==> src/rtl/serdes_pkg.sv <==
// Shared serdes definitions: FSM state encoding, default word width, parity helper.
// Latency: n/a (types and constants only).
// Backpressure: n/a. Also imported by serializer_PISO.
package serdes_pkg;

  localparam int DEFAULT_DATA_WIDTH = 8;

  typedef enum logic [1:0] {
    IDLE   = 2'd0,
    SHIFT  = 2'd1,
    PARITY = 2'd2
  } ser_state_t;

  // Returns 1 when the vector holds an odd number of ones, i.e. it violates
  // even parity once the parity bit is included in the vector.
  function automatic logic parity_odd(input logic [32:0] v);
    return ^v;
  endfunction

endpackage

==> src/rtl/deserializer_sipo_if.sv <==
// Parallel word port of the deserializer: DOUT/ready from the receiver, ACK from downstream.
// Latency: n/a (wiring only).
// Backpressure: the word is held while ready=1 until ACK is seen with ready=1.
// master: the receiver (drives DOUT, ready; samples ACK).
// slave:  the downstream consumer (samples DOUT, ready; drives ACK).
interface deserializer_sipo_if
  import serdes_pkg::*;
#(
  parameter int DATA_WIDTH = DEFAULT_DATA_WIDTH
);
  logic [DATA_WIDTH-1:0] DOUT;
  logic                  ready;
  logic                  ACK;

  modport master (output DOUT, output ready, input ACK);
  modport slave  (input DOUT, input ready, output ACK);
endinterface

==> src/rtl/sipo_shift_reg.sv <==
// MSB-first shift register with bit counter; flags the strobe that samples the last data bit.
// Latency: word_done is combinational on the final strobe; shreg holds the full word one cycle later.
// Backpressure: none, shifts on every shift_en; clr (abort) has priority over shifting.
// Ports: clk, rst (async active-low), clr, shift_en, sdi in; shreg, word_done out.
module sipo_shift_reg
  import serdes_pkg::*;
#(
  parameter int DATA_WIDTH = DEFAULT_DATA_WIDTH
) (
  input  logic                  clk,
  input  logic                  rst,
  input  logic                  clr,
  input  logic                  shift_en,
  input  logic                  sdi,
  output logic [DATA_WIDTH-1:0] shreg,
  output logic                  word_done
);

  localparam int CNT_W = $clog2(DATA_WIDTH + 1);
  localparam logic [CNT_W-1:0] LAST_CNT = CNT_W'(DATA_WIDTH - 1);

  logic [CNT_W-1:0] bit_cnt;

  // bit_cnt counts bits already captured, so the strobe arriving while it
  // equals DATA_WIDTH-1 is the one that completes the word.
  assign word_done = shift_en && (bit_cnt == LAST_CNT);

  always_ff @(posedge clk or negedge rst) begin
    if (!rst) begin
      shreg   <= '0;
      bit_cnt <= '0;
    end else if (clr) begin
      shreg   <= '0;
      bit_cnt <= '0;
    end else if (shift_en) begin
      shreg   <= {shreg[DATA_WIDTH-2:0], sdi};
      bit_cnt <= word_done ? '0 : bit_cnt + 1'b1;
    end
  end

endmodule

==> src/rtl/deserializer_sipo.sv <==
// Serial-in/parallel-out receiver: frames MSB-first bits into DATA_WIDTH words, flags frame/overrun errors.
// Latency: word visible on DOUT/ready the cycle after the strobe sampling the last bit (parity bit if enabled).
// Backpressure: one-word output register; a word completing while ready=1 and ACK=0 is dropped (overrun pulse).
// Ports: clk, rst (async active-low); RX_active, shift, SDI serial side; par (DOUT/ready/ACK) parallel side;
//        busy, frame_err, overrun status (all registered).
// Build option: define DESER_PARITY_EN to append and check one even-parity bit per frame.
module deserializer_sipo
  import serdes_pkg::*;
#(
  parameter int DATA_WIDTH = DEFAULT_DATA_WIDTH
) (
  input  logic                clk,
  input  logic                rst,
  input  logic                RX_active,
  input  logic                shift,
  input  logic                SDI,
  deserializer_sipo_if.master par,
  output logic                busy,
  output logic                frame_err,
  output logic                overrun
);

  ser_state_t state_q, state_d;

  logic                  shift_en;
  logic                  word_done;
  logic                  abort;
  logic                  deliver;
  logic                  par_fail;
  logic [DATA_WIDTH-1:0] shreg;
  logic [DATA_WIDTH-1:0] word;

  logic [DATA_WIDTH-1:0] dout_q;
  logic                  ready_q;
  logic                  busy_q;
  logic                  frame_err_q;
  logic                  overrun_q;

  // A frame starts only on a strobe inside the envelope; once in SHIFT every
  // strobe is taken so that the final bit still counts if RX_active falls with it.
  assign shift_en = shift && ((state_q == IDLE && RX_active) || state_q == SHIFT);

  sipo_shift_reg #(
    .DATA_WIDTH(DATA_WIDTH)
  ) u_shift_reg (
    .clk      (clk),
    .rst      (rst),
    .clr      (abort),
    .shift_en (shift_en),
    .sdi      (SDI),
    .shreg    (shreg),
    .word_done(word_done)
  );

  always_ff @(posedge clk or negedge rst) begin
    if (!rst) begin
      state_q <= IDLE;
    end else begin
      state_q <= state_d;
    end
  end

  always_comb begin
    state_d = state_q;
    case (state_q)
      IDLE: begin
        if (RX_active && shift) state_d = SHIFT;
      end
      SHIFT: begin
        if (word_done) begin
`ifdef DESER_PARITY_EN
          state_d = PARITY;
`else
          state_d = IDLE;
`endif
        end else if (!RX_active) begin
          state_d = IDLE;
        end
      end
`ifdef DESER_PARITY_EN
      PARITY: begin
        if (shift || !RX_active) state_d = IDLE;
      end
`endif
      default: state_d = IDLE;
    endcase
  end

  always_comb begin
    abort    = 1'b0;
    deliver  = 1'b0;
    par_fail = 1'b0;
    // Default view of the word: the shift register plus the bit being sampled now.
    word     = {shreg[DATA_WIDTH-2:0], SDI};
    case (state_q)
      SHIFT: begin
        abort = !RX_active && !word_done;
`ifndef DESER_PARITY_EN
        deliver = word_done;
`endif
      end
`ifdef DESER_PARITY_EN
      PARITY: begin
        // The data word is already complete in shreg; SDI now carries parity.
        word = shreg;
        if (shift) begin
          par_fail = parity_odd(33'({shreg, SDI}));
          deliver  = !par_fail;
        end else if (!RX_active) begin
          abort = 1'b1;
        end
      end
`endif
      default: ;
    endcase
  end

  always_ff @(posedge clk or negedge rst) begin
    if (!rst) begin
      dout_q      <= '0;
      ready_q     <= 1'b0;
      busy_q      <= 1'b0;
      frame_err_q <= 1'b0;
      overrun_q   <= 1'b0;
    end else begin
      busy_q      <= (state_d != IDLE);
      frame_err_q <= abort || par_fail;
      overrun_q   <= deliver && ready_q && !par.ACK;
      // An ACK on the completion cycle frees the register for the new word.
      if (deliver && (!ready_q || par.ACK)) begin
        dout_q  <= word;
        ready_q <= 1'b1;
      end else if (ready_q && par.ACK) begin
        ready_q <= 1'b0;
      end
    end
  end

  assign par.DOUT  = dout_q;
  assign par.ready = ready_q;
  assign busy      = busy_q;
  assign frame_err = frame_err_q;
  assign overrun   = overrun_q;

endmodule
==> src/flat_wrapper.sv <==
// flat-port wrapper written by rule: the top's interface ports become plain ports
module deserializer_sipo_flat import serdes_pkg::*;
#(
  parameter int DATA_WIDTH = DEFAULT_DATA_WIDTH
)
  (clk, rst, RX_active, shift, SDI, busy, frame_err, overrun, par_DOUT, par_ready, par_ACK);
  deserializer_sipo_if #(.DATA_WIDTH(DATA_WIDTH)) par_i ();
  input  logic clk;
  input  logic rst;
  input  logic RX_active;
  input  logic shift;
  input  logic SDI;
  output logic busy;
  output logic frame_err;
  output logic overrun;
  output wire logic [$bits(par_i.DOUT)-1:0] par_DOUT;
  output wire logic [$bits(par_i.ready)-1:0] par_ready;
  input wire logic [$bits(par_i.ACK)-1:0] par_ACK;
  assign par_DOUT = par_i.DOUT;
  assign par_ready = par_i.ready;
  assign par_i.ACK = par_ACK;
  deserializer_sipo #(.DATA_WIDTH(DATA_WIDTH)) u_core (.clk(clk), .rst(rst), .RX_active(RX_active), .shift(shift), .SDI(SDI), .par(par_i), .busy(busy), .frame_err(frame_err), .overrun(overrun));
endmodule
==> config.mk <==
export PLATFORM = sky130hd
export DESIGN_NAME = deserializer_sipo_flat
export DESIGN_NICKNAME = d
export VERILOG_FILES = /design/src/rtl/serdes_pkg.sv /design/src/rtl/deserializer_sipo_if.sv /design/src/rtl/sipo_shift_reg.sv /design/src/rtl/deserializer_sipo.sv /design/src/flat_wrapper.sv
export SDC_FILE = /design/constraint.sdc
export NUM_CORES = 1
export LEC_CHECK = 0
export CAP_MARGIN = 10
export CORE_MARGIN = 2
export CORE_UTILIZATION = 52
export CTS_CLUSTER_DIAMETER = 40
export DETAILED_ROUTE_END_ITERATION = 8
export GPL_TIMING_DRIVEN = 0
export PLACE_DENSITY = 0.77
export SETUP_SLACK_MARGIN = 0.4
export SKIP_LAST_GASP = 1
export SLEW_MARGIN = 0
export SYNTH_ARGS = -nofsm -noshare
export SYNTH_HDL_FRONTEND = slang
export SYNTH_SLANG_ARGS = --single-unit
==> constraint.sdc <==
create_clock -name clk -period 2.4 [get_ports clk]
set_clock_uncertainty 0.15 [all_clocks]
set_input_delay 0.36 -clock clk [delete_from_list [all_inputs] [get_ports clk]]
set_output_delay 0.36 -clock clk [all_outputs]
set_load 0.1 [all_outputs]
# Word level (Yosys, flattened, before mapping)
# Index checks and enable logic that the tools add are counted.
dict set report word_totals {
  reg_bits 25
  output_inout_bits 12
  word_cells 43
}
dict set report classes {
  addsub 1
  n_eq_ne 2
  muxes 13
  n_reduce_logical 19
}
# op count
set ops {}
lappend ops {{$mux 7} 2}
lappend ops {{$mux 4} 3}
lappend ops {{$logic_and 1x1->1} 9}
lappend ops {{$mux 2} 3}
lappend ops {{$reduce_bool 2->1} 3}
lappend ops {{$add 4x1->4 const B} 1}
lappend ops {{$eq 4x3->1 const B} 1}
lappend ops {{$logic_not 1->1} 4}
lappend ops {{$mux 1} 4}
lappend ops {{$pmux 2 s2} 1}
lappend ops {{$eq 2x1->1 const B} 1}
lappend ops {{$logic_not 2->1} 1}
lappend ops {{$logic_or 1x1->1} 2}

# Longest topological paths before layout
dict set report depth {
  ltp_word 9
  mapped_depth 6
}

# Hierarchy
# A second synthesis with hierarchy kept.
dict set report hier_totals {
  cells_unflattened 80
  hier_area_um2 1154.9
}
# module n_inst cells_per_inst area_each_um2
set by_module_without_submodules {}
lappend by_module_without_submodules {sipo_shift_reg 1 44 581.8}
lappend by_module_without_submodules {deserializer_sipo 1 36 573.0}

# Worst setup path after synthesis
# No wires, ideal clock.
dict set report synth_timing {
  kind {reg-to-reg}
  startpoint {register u_core.ready_q (netlist: u_core.par.ready)}
  endpoint {register u_core.dout_q[0] (netlist: u_core.par.DOUT[0])}
  setup_time_ns 0.126
  arrival_time_ns 1.736
  setup_slack_ns 0.388
  path_stages_with_launch 5
  path_buffers 1
  period_less_slack_ns 2.012
  path_cell_list {dfrtp_1 nand2b_1 and4_4 buf_12 mux2_4}
}
dict set report synth_between {
  elab_chain_cells 3
}
# item line
set synth_rtl {}
lappend synth_rtl {{start: declaration} deserializer_sipo.sv:34} ;# logic ready_q;
lappend synth_rtl {{start signal: assignment} deserializer_sipo.sv:121} ;# ready_q <= 1'b0;
lappend synth_rtl {{start signal: assignment} deserializer_sipo.sv:132} ;# ready_q <= 1'b1;
lappend synth_rtl {{start signal: assignment} deserializer_sipo.sv:134} ;# ready_q <= 1'b0;
lappend synth_rtl {{$logic_not 1->1} deserializer_sipo.sv:130} ;# if (deliver && (!ready_q || par.ACK)) begin
lappend synth_rtl {{$logic_or 1x1->1} deserializer_sipo.sv:130}
lappend synth_rtl {{$logic_and 1x1->1} deserializer_sipo.sv:130}
lappend synth_rtl {{end signal: assignment} deserializer_sipo.sv:131} ;# dout_q <= word;
lappend synth_rtl {{end: declaration} deserializer_sipo.sv:33} ;# logic [DATA_WIDTH-1:0] dout_q;
# No other way between the ends.
# A chain may end at the register's enable or synchronous reset.

# Worst setup path in the final report
dict set report layout_timing {
  startpoint {input port shift}
  endpoint {register u_core.dout_q[7] (netlist: u_core.par.DOUT[7])}
}
dict set report layout_between {
  elab_chain_cells 4
}
# item line
set layout_rtl {}
lappend layout_rtl {{start: declaration} flat_wrapper.sv:11} ;# input logic shift;
lappend layout_rtl {{$logic_and 1x1->1} deserializer_sipo.sv:41} ;# assign shift_en = shift && ((state_q == IDLE && RX_active) || state_q == SHIFT);
lappend layout_rtl {{$logic_and 1x1->1} sipo_shift_reg.sv:26} ;# assign word_done = shift_en && (bit_cnt == LAST_CNT);
lappend layout_rtl {{$mux 1} deserializer_sipo.sv:95} ;# case (state_q)
lappend layout_rtl {{$logic_and 1x1->1} deserializer_sipo.sv:130}
# No other way between the ends.

==> results_dict.tcl <==
set metrics [dict create \
    vdd_drop_max_uv 451 \
    crit_buf_inv 3 \
    postRouteAntennaNets 0 \
    slowest_delay_ps 600 \
    drc 0 \
    syn_nets 100 \
    cap_violations 0 \
    path_max_fanout 8 \
    ys.warnings.count 0 \
    post_synth.cell_area_avg_um2 12.7 \
    die_w_um 51.6 \
    nFillCells 182 \
    final-hold-violation-count 0 \
    finalPower_uw 962 \
    portBuffers 16 \
    multi_input_area_um2 494 \
    final_common_cell "dfrtp_1" \
    vias 803 \
    cp.arrival_ps 2000 \
    synth_edf_count 0 \
    fin_tns_setup_ps 0 \
    fin_area_um2 1450 \
    grt-ovfl-total 0 \
    postCtsHoldBufs 0 \
    min_path_type "in2reg" \
    critPathKind "in2reg" \
    relSlewSlack_pct 63.7 \
    htree_levels 1 \
    worst_slack_ps 465 \
    dp_hpwl_um 1500 \
    gp_congestion 0.789 \
    cpMaxStageDelayCell "clkdlybuf4s50_1" \
    grt_start_max_net_pins 26 \
    synth_area_um2 1180 \
    dr.pass1.iters 4 \
    start_util_pct 54.3 \
    fmax_mhz 517 \
    fp-row-count 17 \
    cp_top_family "buffers and inverters" \
    path_cells "clkdlybuf4s50_1 > and4b_1 > buf_6 > and4_4 > buf_12 > mux2_4" \
    post-route-min-period_ps 1930 \
    synth_cell_types 29 \
    cp.required_ps 2470 \
    synth-seq-cells 25 \
    dp_slack_ps 119 \
    end_kind "flip-flop" \
    post_drt_wl_per_cell_um 15.6 \
    drive_above_1_share_pct 37.4 \
    drv_slew 0 \
    worstMarginPinSlew_ps 547 \
    cts_buffer_depth 2 \
    seqCellArea_um2 627 \
    antenna_found_initial 0 \
    numCtsBuffers 3 \
    wl_um 2240 \
    clk_pin_slew_ps 130 \
    via_per_inst 5.62 \
    die_y_um 51.6 \
    synth_top_flop_cell "dfrtp_1" \
    grt_pass1_vias 832 \
    grt_first_pass_wirelength_um 3880 \
    core_um2 2170 \
    io_pins 18 \
    finalCritPeriodShare_pct 80.6 \
    pwr_density_cell_nw_per_um2 663 \
    antenna_cells 0 \
    synthToLayoutAreaGrowth_pct 23.3 \
    status "complete, no violations" \
    grt_usage_pct 20.1 \
    tritoncts "built" \
    syn_inst 93 \
    postSynth.asyncResetShare_pct 100 \
    rsz0062_at_grt "no" \
    clock_sinks 25 \
    clock_latency_ps 320 \
    cts_root_buf "clkbuf_4" \
    dpl_cell_area_um2 1370 \
    layout.nets 123 \
    die-area_um2 2660 \
    worstSetupStartpointType "primary input" \
    drtIter0Drc 22 \
    ys_seq_area_share_pct 53.1 \
    setup_viol 0 \
    cellLeakagePower_uw 0.000627 \
    final_cell_mix "dfrtp_1 (24), nand3_1 (10), clkdlybuf4s15_2 (10)" \
]
## registers in the layout (all words and copies together) (netlist names)
register / flops
u_core.u_shift_reg.shreg: 7
u_core.u_shift_reg.bit_cnt: 4
u_core.overrun: 1
u_core.busy: 1
u_core.frame_err: 1
u_core.par.ready: 1
u_core.state_q: 2
u_core.par.DOUT: 8
## what timing repair did
item,4_1_cts,5_1_grt
buffers inserted,0,1
cloned,0,0
gates resized for setup,34,2
pin swaps,0,1
endpoints found under the setup margin,12,11
## routing by layer
metal | GRT usage (%) | wire length (um) | up-vias
met5 | 0 | 0 | -
met4 | 11.4 | 65 | 0
met3 | 4.60 | 106 | 8
met2 | 29.9 | 1050 | 23
met1 | 27.0 | 1010 | 390
li1 | - | - | 382
## cells by family (layout without fill, tap and decap cells)
kind of cell	after synthesis	after routing	synth area share, %
other cells	1	1	0.319
simple gates	24	24	13.3
flops	25	25	53.1
compound gates	24	24	14.0
fa+ha+maj	1	1	1.06
buf+inv	7	29	4.89
mux	11	11	13.3
## report_power, final
part,internal (uW),switching (uW)
clock network,62.5,125
logic,102,146
registers,478,49.6
## cells in the mapped netlist, drive strengths merged (2+ instances only)
library cell  number  share of area [%]
o21ai              9                3.8
nand2              2               0.64
mux2              10                 12
and3               2                1.1
inv                2               0.64
a22o               2                1.5
a21oi              9                6.4
dfrtp             25                 53
nand3             10                4.3
clkbuf             2               0.64
nor2               3               0.96
buf                3                3.6
## stage by stage
| stage | utilization (%) | hold WS, ps | std cells |
|---|---|---|---|
| 2_1_floorplan | - | -85.6 | 93 |
| 3_3_place_gp | 63.3 | 342 | 137 |
| 3_5_place_dp | 63.3 | 347 | 137 |
| 4_1_cts | 65.2 | 144 | 141 |
| 5_1_grt | 66.9 | 165 | 143 |
| 6_report | 66.9 | 169 | 143 |
## cell type report
type	instances	area share, %
sequential	25	43.2
multi-input combinational	61	34.1
timing repair buffer	18	14.5
buffer	5	3.45
tap	28	2.41
clock buffer	3	1.55
inverter	2	0.517
clock inverter	1	0.345
## final timing paths
kind / from / end / depth (start not counted) / slack (ps)
hold reg to reg: u_core.par.DOUT[4] / u_core.par.DOUT[4] / 1 / 380
max in group asynchronous: rst / u_core.u_shift_reg.bit_cnt[3] / 2 / 1450
setup / recovery: shift / u_core.par.DOUT[7] / 6 / 470
min in group asynchronous: rst / u_core.frame_err / 1 / 200
setup reg to reg: u_core.u_shift_reg.bit_cnt[0] / u_core.par.DOUT[7] / 6 / 500
hold / removal: RX_active / u_core.u_shift_reg.bit_cnt[0] / 2 / 170
Note: power is estimated with default switching activity, not from simulation.
